File: config.mk
export PLATFORM = sky130hd
export DESIGN_NAME = rv_multicycle_ctrl
export DESIGN_NICKNAME = d
export VERILOG_FILES = /design/src/rtl/rv_ctrl_pkg.sv /design/src/rtl/rv_alu_decoder.sv /design/src/rtl/rv_multicycle_ctrl.sv
export SDC_FILE = /design/constraint.sdc
export NUM_CORES = 1
export LEC_CHECK = 0
export ABC_AREA = 1
export CORE_UTILIZATION = 49
export DETAILED_ROUTE_END_ITERATION = 12
export DONT_BUFFER_PORTS = 1
export PLACE_DENSITY_LB_ADDON = 0.25
export REMOVE_ABC_BUFFERS = 1
export SLEW_MARGIN = 20
export SYNTH_ARGS = -nofsm -noshare
export SYNTH_HDL_FRONTEND = slang
export SYNTH_SLANG_ARGS = --single-unit
File: constraint.sdc
create_clock -name clk -period 2.8 [get_ports clk]
set_input_delay 0.56 -clock clk [delete_from_list [all_inputs] [get_ports clk]]
set_output_delay 0.56 -clock clk [all_outputs]
set_load 0.02 [all_outputs]
File: src/rtl/rv_ctrl_pkg.sv
// ============================================================================
// Module      : rv_ctrl_pkg
// Description : State, opcode and control-field encodings for rv_multicycle_ctrl
// Revision    : 1.0 - initial release
// ============================================================================
`default_nettype none

package rv_ctrl_pkg;

    typedef enum logic [3:0] {
        FETCH    = 4'd0,
        DECODE   = 4'd1,
        MEMADR   = 4'd2,
        MEMREAD  = 4'd3,
        MEMWB    = 4'd4,
        MEMWRITE = 4'd5,
        EXECR    = 4'd6,
        EXECI    = 4'd7,
        ALUWB    = 4'd8,
        BRANCH   = 4'd9,
        JAL      = 4'd10,
        TRAP     = 4'd11
    } state_t;

    localparam logic [6:0] OP_LW     = 7'b0000011;
    localparam logic [6:0] OP_SW     = 7'b0100011;
    localparam logic [6:0] OP_R      = 7'b0110011;
    localparam logic [6:0] OP_I      = 7'b0010011;
    localparam logic [6:0] OP_BRANCH = 7'b1100011;
    localparam logic [6:0] OP_JAL    = 7'b1101111;

    localparam logic [2:0] ALU_ADD = 3'b000;
    localparam logic [2:0] ALU_SUB = 3'b001;
    localparam logic [2:0] ALU_AND = 3'b010;
    localparam logic [2:0] ALU_OR  = 3'b011;
    localparam logic [2:0] ALU_SLT = 3'b101;

    // ALU operation class handed from the FSM to the ALU decoder
    localparam logic [1:0] ALUOP_ADD   = 2'b00;
    localparam logic [1:0] ALUOP_SUB   = 2'b01;
    localparam logic [1:0] ALUOP_FUNCT = 2'b10;

    localparam logic [2:0] IMM_I = 3'b000;
    localparam logic [2:0] IMM_S = 3'b001;
    localparam logic [2:0] IMM_B = 3'b010;
    localparam logic [2:0] IMM_J = 3'b011;

    localparam logic [1:0] SRCA_PC    = 2'b00;
    localparam logic [1:0] SRCA_OLDPC = 2'b01;
    localparam logic [1:0] SRCA_RD1   = 2'b10;

    localparam logic [1:0] SRCB_RD2  = 2'b00;
    localparam logic [1:0] SRCB_IMM  = 2'b01;
    localparam logic [1:0] SRCB_STEP = 2'b10;

    localparam logic [1:0] RES_ALUOUT = 2'b00;
    localparam logic [1:0] RES_DATA   = 2'b01;
    localparam logic [1:0] RES_ALURES = 2'b10;

    localparam logic [1:0] CAUSE_NONE    = 2'b00;
    localparam logic [1:0] CAUSE_ILLEGAL = 2'b01;
    localparam logic [1:0] CAUSE_TIMEOUT = 2'b10;

endpackage

`default_nettype wire

File: src/rtl/rv_alu_decoder.sv
// ============================================================================
// Module      : rv_alu_decoder
// Description : Maps ALU operation class and instruction fields to alu_control
// Revision    : 1.0 - initial release
// ============================================================================
`default_nettype none

module rv_alu_decoder
    import rv_ctrl_pkg::*;
(
    input  logic [6:0] op,
    input  logic [2:0] funct3,
    input  logic       funct7b5,
    input  logic [1:0] alu_op,
    output logic [2:0] alu_control
);

    always_comb begin
        alu_control = ALU_ADD;
        case (alu_op)
            ALUOP_SUB: alu_control = ALU_SUB;
            ALUOP_FUNCT: begin
                case (funct3)
                    // Only R-type distinguishes sub; addi with IR[30] set is still add
                    3'b000:  alu_control = (op == OP_R && funct7b5) ? ALU_SUB : ALU_ADD;
                    3'b010:  alu_control = ALU_SLT;
                    3'b110:  alu_control = ALU_OR;
                    3'b111:  alu_control = ALU_AND;
                    default: alu_control = ALU_ADD;
                endcase
            end
            default: alu_control = ALU_ADD;
        endcase
    end

endmodule

`default_nettype wire

File: src/rtl/rv_multicycle_ctrl.sv
// ============================================================================
// Module      : rv_multicycle_ctrl
// Description : Multi-cycle RV32I-subset controller with retire counter,
//               memory-timeout watchdog and sticky trap state
// Revision    : 1.0 - initial release
// ============================================================================
`default_nettype none

module rv_multicycle_ctrl
    import rv_ctrl_pkg::*;
#(
    parameter int RET_W   = 32,
    parameter int TIMEOUT = 64,
    parameter int TO_W    = 7
) (
    input  logic             clk,
    input  logic             rst,
    input  logic [6:0]       op,
    input  logic [2:0]       funct3,
    input  logic             funct7b5,
    input  logic             zero,
    input  logic             mem_ready,
    output logic             mem_req,
    output logic             mem_we,
    output logic             adr_src,
    output logic             ir_write,
    output logic             pc_write,
    output logic             reg_write,
    output logic [1:0]       alu_src_a,
    output logic [1:0]       alu_src_b,
    output logic [1:0]       result_src,
    output logic [2:0]       imm_src,
    output logic [2:0]       alu_control,
    output logic [RET_W-1:0] retired,
    output logic             trap,
    output logic [1:0]       trap_cause
);

    localparam logic [TO_W-1:0] C_WAIT_LIMIT = TO_W'(TIMEOUT - 1);

    state_t           state_q, state_d;
    logic [RET_W-1:0] retired_q, retired_d;
    logic [TO_W-1:0]  wait_q, wait_d;
    logic [1:0]       trap_cause_q, trap_cause_d;
    logic [1:0]       w_alu_op;
    logic             w_retire;
    logic             w_waiting;

    rv_alu_decoder u_alu_decoder (
        .op          (op),
        .funct3      (funct3),
        .funct7b5    (funct7b5),
        .alu_op      (w_alu_op),
        .alu_control (alu_control)
    );

    always_ff @(posedge clk) begin
        if (!rst) begin
            state_q      <= FETCH;
            retired_q    <= '0;
            wait_q       <= '0;
            trap_cause_q <= CAUSE_NONE;
        end else begin
            state_q      <= state_d;
            retired_q    <= retired_d;
            wait_q       <= wait_d;
            trap_cause_q <= trap_cause_d;
        end
    end

    always_comb begin
        state_d      = state_q;
        trap_cause_d = trap_cause_q;
        mem_req      = 1'b0;
        mem_we       = 1'b0;
        adr_src      = 1'b0;
        ir_write     = 1'b0;
        pc_write     = 1'b0;
        reg_write    = 1'b0;
        alu_src_a    = SRCA_PC;
        alu_src_b    = SRCB_RD2;
        result_src   = RES_ALUOUT;
        imm_src      = IMM_I;
        w_alu_op     = ALUOP_ADD;
        w_retire     = 1'b0;
        w_waiting    = 1'b0;

        case (state_q)
            FETCH: begin
                mem_req    = 1'b1;
                alu_src_b  = SRCB_STEP;
                result_src = RES_ALURES;
                w_waiting  = 1'b1;
                if (mem_ready) begin
                    ir_write = 1'b1;
                    pc_write = 1'b1;
                    state_d  = DECODE;
                end
            end
            DECODE: begin
                alu_src_a = SRCA_OLDPC;
                alu_src_b = SRCB_IMM;
                imm_src   = IMM_B;
                case (op)
                    OP_LW, OP_SW: state_d = MEMADR;
                    OP_R:         state_d = EXECR;
                    OP_I:         state_d = EXECI;
                    OP_BRANCH:    state_d = BRANCH;
                    OP_JAL:       state_d = JAL;
                    default: begin
                        state_d      = TRAP;
                        trap_cause_d = CAUSE_ILLEGAL;
                    end
                endcase
            end
            MEMADR: begin
                alu_src_a = SRCA_RD1;
                alu_src_b = SRCB_IMM;
                imm_src   = (op == OP_SW) ? IMM_S : IMM_I;
                state_d   = (op == OP_SW) ? MEMWRITE : MEMREAD;
            end
            MEMREAD: begin
                mem_req   = 1'b1;
                adr_src   = 1'b1;
                w_waiting = 1'b1;
                if (mem_ready) state_d = MEMWB;
            end
            MEMWB: begin
                result_src = RES_DATA;
                reg_write  = 1'b1;
                state_d    = FETCH;
                w_retire   = 1'b1;
            end
            MEMWRITE: begin
                mem_req   = 1'b1;
                mem_we    = 1'b1;
                adr_src   = 1'b1;
                w_waiting = 1'b1;
                if (mem_ready) begin
                    state_d  = FETCH;
                    w_retire = 1'b1;
                end
            end
            EXECR: begin
                alu_src_a = SRCA_RD1;
                alu_src_b = SRCB_RD2;
                w_alu_op  = ALUOP_FUNCT;
                state_d   = ALUWB;
            end
            EXECI: begin
                alu_src_a = SRCA_RD1;
                alu_src_b = SRCB_IMM;
                imm_src   = IMM_I;
                w_alu_op  = ALUOP_FUNCT;
                state_d   = ALUWB;
            end
            ALUWB: begin
                result_src = RES_ALUOUT;
                reg_write  = 1'b1;
                state_d    = FETCH;
                w_retire   = 1'b1;
            end
            BRANCH: begin
                alu_src_a = SRCA_RD1;
                alu_src_b = SRCB_RD2;
                w_alu_op  = ALUOP_SUB;
                pc_write  = (funct3 == 3'b000 && zero) || (funct3 == 3'b001 && !zero);
                state_d   = FETCH;
                w_retire  = 1'b1;
            end
            JAL: begin
                alu_src_a  = SRCA_OLDPC;
                alu_src_b  = SRCB_STEP;
                result_src = RES_ALUOUT;
                imm_src    = IMM_J;
                pc_write   = 1'b1;
                reg_write  = 1'b1;
                state_d    = FETCH;
                w_retire   = 1'b1;
            end
            TRAP: begin
                state_d = TRAP;
            end
            default: begin
                state_d = FETCH;
            end
        endcase

        // A ready on the expiry cycle completes the access, so the trap only fires while still stalled
        wait_d = '0;
        if (w_waiting && !mem_ready) begin
            if (wait_q == C_WAIT_LIMIT) begin
                state_d      = TRAP;
                trap_cause_d = CAUSE_TIMEOUT;
            end else begin
                wait_d = wait_q + TO_W'(1);
            end
        end

        retired_d = w_retire ? retired_q + RET_W'(1) : retired_q;
    end

    assign retired    = retired_q;
    assign trap       = (state_q == TRAP);
    assign trap_cause = trap_cause_q;

endmodule

`default_nettype wire

==> results of run 1 <==
[cell families (layout without fill, tap and decap cells)]
| logic type | Yosys count | in the layout |
|---|---|---|
| and+or+nand+nor | 327 | 327 |
| xor gates and xnor gates | 9 | 9 |
| adders and majority gates | 4 | 4 |
| other | 1 | 1 |
| DFF | 45 | 45 |
| buffers and inverters | 71 | 71 |
| AOI/OAI and AO/OA | 48 | 48 |
[sequential cells by signal, indices dropped and copies added, names as in the netlist]
name,cells
retired,32
wait_q,7
state_q,4
trap_cause,2
[metal layers]
layer  routed length, um  global-route usage  up-vias
met2                3410               0.413       70
met1                3060               0.254     1285
li1                    -                   -     1575
met5                   0                   0        -
met4                 133              0.0929        0
met3                 431              0.0560       11
[cell type report]
cell class / instances / area (um^2)
clock buffer: 5 / 68.8
clock inverter: 3 / 46.3
tap: 75 / 93.8
multi-input combinational: 389 / 1760
sequential: 45 / 901
timing repair buffer: 3 / 22.5
inverter: 60 / 226
fill: 621 / 2770
[worst max-delay path, cell delays in order (launching register included)]
cell and delay [ns]:
dfxtp_1 0.39, inv_2 0.08, nor2_2 0.15, nand2_1 0.18, ha_1 0.37, nor3_1 0.54
[synth_stat cells, types with 2 or more instances]
cell	n	share of area
o211ai_1	2	0.0050
o21ai_0	6	0.010
a21oi_1	34	0.057
nand3_1	35	0.059
nand4_1	6	0.013
a31oi_1	2	0.0042
inv_1	56	0.071
buf_6	6	0.023
xor2_1	5	0.015
nand2_2	3	0.0063
ha_1	4	0.017
nor3_1	12	0.020
inv_2	3	0.0038
nor2_2	3	0.0063
nand2_1	177	0.22
xnor2_1	4	0.012
nor2_1	84	0.11
dfxtp_1	45	0.30
clkbuf_1	3	0.0038
[per-stage QoR]
step                      total power [uW]   util  worst slack (ns)
after detailed placement              1360  0.510             0.570
after floorplan                       1240      -             0.477
after CTS                             1860  0.529             0.240
after global placement                1350  0.510             0.642
after global routing                  1940  0.529             0.117
final                                 1850  0.529             0.239
[cell usage in the layout, fill, tap and decap left out, drive strengths merged, types with 3 or more instances in the layout]
| cell type | n |
|---|---|
| clkbuf | 5 |
| nor3 | 13 |
| inv | 59 |
| nand2 | 180 |
| buf | 3 |
| a21oi | 35 |
| nand3 | 37 |
| ha | 4 |
| xnor2 | 4 |
| nor2 | 87 |
| xor2 | 5 |
| nand4 | 6 |
| o21ai | 6 |
| dfxtp | 45 |
[worst paths after layout]
path,end,slack [ns],depth (start not counted)
max,alu_control[2],0.24,5
min,retired[10],0.36,2
max reg2reg,retired[27],0.97,9
min reg2reg,wait_q[0],0.46,1
[where the power goes]
part	internal (uW)	total [uW]	switching, uW
sequential	680	742	62.3
combinational	138	600	462
clock	267	503	236
==> run_results.csv, run 1 <==
group,metric,value,unit
clocking,cts.clk_slew.worst_paths,0.10,ns
yosys,synth_fa_ha_area_frac,0.0168,
global_routing,grt_remaining_overflow,0,
cells_and_area,drive_gt1_frac,0.0515,
global_routing,grt_start_max_net_pins,45,
floorplanning,dieArea,6380,um^2
clocking,clk_latency,0.31,ns
cells_and_area,nets,523,
timing,finalClockSkew,0.0137,ns
clocking,h-tree-depth,2,
timing,fin_hold_ws,0.361,ns
worst_setup_path,start_kind,"register",
clocking,cts_root_buf,"clkbuf_8",
placed_design,io_buffers,0,
yosys,synth_edf_count,0,
yosys,synth-seq-cells,45,
global_routing,grtUsageTotal,0.229,
clocking,numCtsBuffers,5,
global_routing,grt_pass1_wl,11.4,mm
yosys,avgSynthCellArea,5.89,um^2
floorplanning,die_x,79.9,um
worst_setup_path,arrival,2.00,ns
timing,setup_viol,0,
worst_setup_path,cp_max_fo,4,
placed_design,dp_hpwl,5.37,mm
worst_hold_path,hp-start,"rst",
yosys,yosys.area_share.simple,0.456,
routing,vias_per_cell,5.07,
cells_and_area,antenna_cells,0,
cells_and_area,area_growth_syn_to_layout,4.75,%
timing,finalMaxSlewViolations,0,
clocking,cts_resized,0,
worst_setup_path,crit_required,2.24,ns
routing,drt_iter0_markers,150,
worst_hold_path,hold_path.class,"in2reg",
floorplanning,core-area,5890,um^2
yosys,dominantRegCellSynth,"dfxtp_1",
yosys,synthCells,505,
floorplanning,initial_core_util,0.505,
clocking,cts_setup_buffers,0,
timing,rsz0062_at_grt,"no",
yosys,syn_area,2970,um^2
cells_and_area,fin_area,3120,um^2
timing,final_hold_viol_count,0,
timing,finalCriticalPeriod,2.56,ns
yosys,synth_top_family_by_area,"simple AND/OR/NAND/NOR gates",
global_routing,antenna_found_initial,0,
yosys,ys_seq_area_frac,0.303,
floorplanning,die_h,79.9,um
routing,drc,0,
clocking,clockBufferDepth,2,
worst_setup_path,end_kind,"output pin",
run_status,status,"finished clean",
power_and_ir_drop,p_leak,0.00121,uW
floorplanning,floorplan.rows,28,
floorplanning,pin_count,68,
routing,routed_wl,7.03,mm
routing,vias,2941,
timing,period_share,0.915,
worst_setup_path,critical_path_class,"reg2out",
placed_design,placed_cells,572,
timing,setup_tns,0,ns
placed_design,placed_area,3000,um^2
timing,worst_pin_slew,0.791,ns
timing,fmax,390,MHz
clocking,hold_buffers,0,
power_and_ir_drop,power_density,593,nW/um^2
job,max_cap_violations,0,
power_and_ir_drop,peakVddDrop,305,uV
yosys,ys_warn_count,0,
yosys,synth_mux_area_frac,0,
placed_design,gp_congestion,0.978,
yosys,synthXorXnorAreaFrac,0.0265,
clocking,cts_tree,"yes",
yosys,synth-compound-area-share,0.0896,
routing,wl_per_cell,12.1,um
yosys,synth_cell_types,34,
worst_setup_path,critPathLaunch,"state_q[0]",
clocking,clock-sinks,45,
routing,postRouteAntennaNets,0,
cells_and_area,final_cells,580,
routing,drt_first_pass_iters,4,
global_routing,grt_pass1_vias,2637,
worst_setup_path,r2r-start,"retired[10]",
timing,maxSlewHeadroom,0.472,
yosys,ys_async_sr_fraction,0,
No activity file was read; power rests on OpenSTA's default activity.
==> run 2: changes to the inputs <==
--- a/config.mk
+++ b/config.mk
@@ -15,3 +15,4 @@
 export SYNTH_ARGS = -nofsm -noshare
 export SYNTH_HDL_FRONTEND = slang
 export SYNTH_SLANG_ARGS = --single-unit
+export TNS_END_PERCENT = 1
==> results of run 2 <==
Final layout, timing and power as in run 1 (identical DEF).
